**src/rtl/seq_arith_iter_rotator.sv**
```systemverilog
// Iterative val/rdy rotator: one bit position per CALC cycle, result held in DONE.
// Define SEQ_ARITH_ITER_ROTATOR_EARLY_EXIT_EN for latency = amt instead of p_nbits-1.
module seq_arith_iter_rotator #(
    parameter int p_nbits = 8
) (
    input  logic                         clk,
    input  logic                         reset,
    input  logic                         req_val,
    output logic                         req_rdy,
    input  logic [p_nbits-1:0]           req_in_,
    input  logic [$clog2(p_nbits)-1:0]   req_amt,
    input  logic                         req_op,
    output logic                         resp_val,
    input  logic                         resp_rdy,
    output logic [p_nbits-1:0]           resp_msg
);

    localparam int AW = $clog2(p_nbits);
    localparam logic [AW-1:0] ONE       = AW'(1);
    localparam logic [AW-1:0] ITER_LAST = AW'(p_nbits - 2);

    typedef enum logic [1:0] {
        IDLE = 2'd0,
        CALC = 2'd1,
        DONE = 2'd2
    } state_t;

    state_t               state;
    state_t               state_n;
    logic [p_nbits-1:0]   data;
    logic [AW-1:0]        count;
    logic [AW-1:0]        iter;
    logic                 op;
    logic                 calc_last;

`ifdef SEQ_ARITH_ITER_ROTATOR_EARLY_EXIT_EN
    localparam bit EARLY = 1'b1;
    assign calc_last = (count == ONE);
`else
    localparam bit EARLY = 1'b0;
    assign calc_last = (iter == ITER_LAST);
`endif

    always_ff @(posedge clk or negedge reset) begin
        if (!reset) begin
            state <= IDLE;
            data  <= '0;
            count <= '0;
            iter  <= '0;
            op    <= 1'b0;
        end else begin
            state <= state_n;
            unique case (state)
                IDLE: begin
                    if (req_val) begin
                        data  <= req_in_;
                        count <= req_amt;
                        op    <= req_op;
                        iter  <= '0;
                    end
                end
                CALC: begin
                    if (count != '0) begin
                        if (op)
                            data <= {data[0], data[p_nbits-1:1]};
                        else
                            data <= {data[p_nbits-2:0], data[p_nbits-1]};
                        count <= count - ONE;
                    end
                    iter <= iter + ONE;
                end
                default: ;
            endcase
        end
    end

    always_comb begin
        state_n  = state;
        req_rdy  = 1'b0;
        resp_val = 1'b0;
        unique case (state)
            IDLE: begin
                req_rdy = 1'b1;
                if (req_val)
                    state_n = (EARLY && req_amt == '0) ? DONE : CALC;
            end
            CALC: begin
                if (calc_last)
                    state_n = DONE;
            end
            DONE: begin
                resp_val = 1'b1;
                if (resp_rdy)
                    state_n = IDLE;
            end
            default: state_n = IDLE;
        endcase
    end

    assign resp_msg = data;

endmodule
```
**config.mk**
```make
export PLATFORM = sky130hd
export DESIGN_NAME = seq_arith_iter_rotator
export DESIGN_NICKNAME = d
export VERILOG_FILES = /design/src/rtl/seq_arith_iter_rotator.sv
export SDC_FILE = /design/constraint.sdc
export NUM_CORES = 1
export LEC_CHECK = 0
export CAP_MARGIN = 5
export CORE_MARGIN = 3
export CORE_UTILIZATION = 40
export CTS_CLUSTER_SIZE = 24
export DETAILED_ROUTE_END_ITERATION = 12
export DONT_BUFFER_PORTS = 1
export SLEW_MARGIN = 30
export SYNTH_ARGS = -nofsm -noshare
export SYNTH_HDL_FRONTEND = slang
export SYNTH_SLANG_ARGS = --single-unit
export TNS_END_PERCENT = 100
```
**constraint.sdc**
```tcl
create_clock -name clk -period 1.45 [get_ports clk]
set_input_delay 0.145 -clock clk [delete_from_list [all_inputs] [get_ports clk]]
set_output_delay 0.145 -clock clk [all_outputs]
set_load 0.005 [all_outputs]
```
After elaboration in Yosys (flattened, before gate mapping). Index checks and enable logic that the tools add are counted.

Reduce and logical (&&, ||, !) cells: 7. Bitwise gates (word level): 0. Add/subtract/negate cells: 2. Eq/ne operators: 7. Divide/modulo/power cells: 0. Shifts and indexed selects: 0. Multiply operators: 0. Order comparisons: 0. Multiplexer cells: 15.

Operators with widths (number): 8-bit 2-to-1 mux (3); 8-bit one-hot mux with 2 select lines (1); 3-bit one-hot mux with 2 select lines (2); 3-bit 2-to-1 mux (3); 2-bit != test, second input constant (4); 2-bit 2-to-1 mux (3); 2-bit one-hot mux with 3 select lines (1); 3-bit AND reduction (2); 2-bit AND reduction (2); 3-bit by 1-bit adder with 3-bit output, second input constant (1); 3-bit == test, second input constant (1); 3-bit nonzero test (1); 3-bit by 1-bit subtractor with 3-bit output, second input constant (1); 2-bit by 1-bit == test with 1-bit output, second input constant (1); 2-bit == test, second input constant (1); 2-bit logical NOT (1); 1-bit 2-to-1 mux (2); 2-bit nonzero test (1).

Memory bits (writable): 0. Memories: 0. Input bits: 16. Latch bits: 0. Output and inout bits: 10. Memory bits (read-only): 0. Register bits after elaboration: 17.

Logic depth before layout (Yosys ltp). Gate-level depths: netlist of the first run.

Word-level depth: 3. Depth in mapped cells: 7. Gate-level depth less buffers: 6.

Worst setup path after synthesis of the first run. OpenSTA, ideal clock, no wires.

Kind: register to register. From: reg count[0]. To: reg data[0] (netlist: resp_msg[0]). Data required time: 1.384 ns. Arrival: 1.417 ns. Setup time: 0.066 ns. Period minus slack after synthesis: 1.483 ns. Cell stages (with the launch flop): 8. Setup slack: -0.033 ns. Path through: dfrtp_1 -> inv_1 -> ha_1 -> ha_1 -> or3b_1 -> buf_2 -> nor2_1 -> a221o_1.

Cells in the longest elaborated chain, start to end: 3.

Ends and longest elaborated chain: from (decl) (line 31) `logic [AW-1:0] count;`; from (signal assigned) (line 57) `count <= req_amt;`; from (signal assigned) (line 68) `count <= count - ONE;`; 3-bit nonzero test (line 63) `if (count != '0) begin`; 2-bit != test (no line); 3-bit AND reduction (no line); to (signal assigned) (line 56) `data <= req_in_;`; to (signal assigned) (line 65) `data <= {data[0], data[p_nbits-1:1]};`; to (signal assigned) (line 67) `data <= {data[p_nbits-2:0], data[p_nbits-1]};`; to (decl) (line 30) `logic [p_nbits-1:0] data;`.

Every way passes these cells. A chain may end at the register's enable or synchronous reset.

Worst setup path in the final report of the first run. Same ends and word-level chain as after synthesis.

==> impl_metrics.csv, run 1 <==
group,metric,value,unit
power_and_ir_drop,peakVddDrop,1210,uV
synth,synth-seq-cells,17,
place,gp_congestion,0.783,
route,wl_met3,180,um
synth,syn_nets,103,
place,dp_slack,-99.7,ps
setup_path,critPathMaxFanout,3,
sta,fin_crit,1460,ps
power_and_ir_drop,p_leak,0.538,nW
route,avgViaCountPerCell,5.47,
sta,setup_violations,7,
layout,drive_gt1_share,28.4,%
route,wl_met2,1040,um
setup_path,worstPathRequired,1630,ps
global_route,antenna_found_initial,0,
route,wirelength,2150,um
route,dr.max_layer_used,"met4",
setup_path,worst-setup-path-type,"register to register",
route,wl_per_cell,16.7,um
route,drc_errors,0,
outcome,outcome,"finished, violations left",
floorplanning,start_util,45.0,%
sta,setup_slack,-13.2,ps
synth,synth_cell_type_count,25,
clock_tree,clock_sinks,17,
clock_tree,clk_pin_slew_worst_paths,90,ps
setup_path,reg2reg_to,"resp_msg[0]",
sta,clock_skew,1.53,ps
floorplanning,die_h,54.4,um
sta,min_period_over_period,101,%
job,drv_cap,0,
floorplanning,dieArea,2960,um^2
route,ant_nets,0,
worst_hold_path,hold_start,"resp_rdy",
layout,area_growth,25.8,%
floorplanning,row_count,16,
sta,tightest_slew,801,ps
layout,layout_common_cells,"16 x dfrtp_1, 10 x mux2i_1, 10 x dlygate4sd3_1",
sta,report.final.hold_viol_count,0,
floorplanning,io_pins,26,
route,drt_iter0_drc,18,
global_route,first_global_vias,744,
floorplanning,core,2080,um^2
global_route,track_usage,16.5,%
sta,max_slew_margin,46.4,%
layout,final_util,56.6,%
synth,synth_cells,83,
sta,setup_tns,-47.9,ps
floorplanning,die_width,54.4,um
outcome,violations,"setup timing",
sta,drv_slew,0,
setup_path,worst_setup_path_end_kind,"register",
clock_tree,numCtsBuffers,3,
setup_path,critPathLaunchType,"register",
synth,avgSynthCellArea,11.3,um^2
route,drtPass1Iterations,4,
power_and_ir_drop,fin_total_pwr,2.65,mW
power_and_ir_drop,p_per_area,2250,nW/um^2
synth,synth_area,936,um^2
setup_path,r2r-start,"count[0]",
route,wl_met1,901,um
clock_tree,cts_tree,"done",
global_route,grt_overflow,0,
place,io_buffers,0,
layout,nets,123,
setup_path,rr_worst_depth,6,
synth,yosysSeqAreaShare,45.5,%
worst_hold_path,min_path_type,"input port to register",
place,dp_hpwl,1500,um
clock_tree,h-tree-depth,1,
global_route,grt_max_degree,18,
clock_tree,cts_root_buf,"clkbuf_4",
global_route,grt_pass1_wl,3370,um
clock_tree,cts_max_path_buffers,2,
sta,fmax,683,MHz
layout,final_common_cell,"dfrtp_1",
synth,ys_warn_count,0,
worst_hold_path,min_path_cells,2,
clock_tree,clkLatencyLatePin,290,ps
worst_hold_path,holdPathEnd,"state[1]",
setup_path,reg2reg_slack,-10,ps
setup_path,arrival,1640,ps
route,num_vias,706,
sta,rsz0062_at_grt,"true",
layout,antenna_cells,0,
## layout make-up
cell class / count / area, um^2
fillers: 189 / 905
clock buffers: 4 / 26.3
repair buffers: 20 / 179
well taps: 27 / 33.8
inverters: 6 / 22.5
flip-flops and latches: 17 / 427
multi-input cells: 55 / 489
## Yosys cell counts, drive strengths merged
library cell	count	share of area, %
a21o	1	0.80
a21oi	3	1.6
a221o	8	8.6
a22o	1	0.94
a31oi	1	0.67
buf	4	3.5
clkbuf	1	0.40
dfrtp	17	45
ha	4	5.3
inv	6	2.4
mux2	3	3.6
mux2i	10	11
nand2	3	1.2
nand2b	1	0.67
nand3b	1	0.80
nor2	10	4.0
nor2b	1	0.67
nor3b	2	2.8
o21ai	2	1.1
o21bai	1	2.0
o2bb2ai	1	0.94
or3b	2	1.9
## report_power, final
| group | total (mW) | internal [mW] | switching (mW) |
|---|---|---|---|
| Clock | 0.251 | 0.107 | 0.144 |
| Sequential | 0.986 | 0.701 | 0.285 |
| Combinational | 1.41 | 0.807 | 0.601 |
| Total | 2.65 | 1.61 | 1.03 |
## metal layers
layer	GRT usage, %	vias up
met1	16.8	342
li1	-	337
met5	0	-
met4	8.30	0
met3	7.90	2
met2	27.9	25
## flip-flops by register name, summed over array words and instances, names as in the netlist
register / flops
resp_msg: 8
count: 3
iter: 3
state: 2
op: 1
## critical path, stage by stage (launching register included)
cell and delay, ps:
dfrtp_1 370, inv_2 50, ha_4 160, ha_4 160, a21o_1 180, buf_4 150
a221o_1 280
## how the worst max path moves through the flow
stage,from,to,cells past startpoint,slack [ps]
2_1_floorplan,count[0],resp_msg[0],7,-1
3_3_place_gp,count[0],resp_msg[6],6,-80
3_5_place_dp,count[0],resp_msg[5],6,-100
4_1_cts,count[0],count[1],6,-30
5_1_grt,count[0],resp_msg[1],6,-70
6_report,count[0],resp_msg[0],6,-10
## through the flow
step	hold WS, ps	area (um^2)	cells
5_1_grt	1.15	1180	129
6_report	12.6	1180	129
2_1_floorplan	-151	947	83
4_1_cts	4.85	1150	128
3_5_place_dp	-150	998	113
3_3_place_gp	-150	998	113
## repair_timing
| action | in CTS | in global routing |
|---|---|---|
| hold buffers | 9 | 1 |
| endpoints found under the hold margin | 25 | 1 |
| gates resized for setup | 3 | 8 |
| setup endpoints to repair | 8 | 10 |
| pin swaps | 1 | 1 |
| buffers inserted | 2 | 0 |
## cell families (layout without fill, tap and decap cells)
| logic type | Yosys count | in the layout | synth area share, % |
|---|---|---|---|
| flops | 17 | 17 | 45.5 |
| mux | 13 | 13 | 14.3 |
| fa+ha+maj | 4 | 4 | 5.35 |
| compound gates | 18 | 18 | 16.6 |
| simple gates | 20 | 20 | 12.0 |
| buf+inv | 11 | 30 | 6.28 |
No activity file was read; power rests on OpenSTA's default activity.
==> run 2, diff against run 1 <==
- SLEW_MARGIN: 30 -> 20
==> results of run 2 <==
Same layout as run 1: the final DEF is identical, and so are final timing and power.
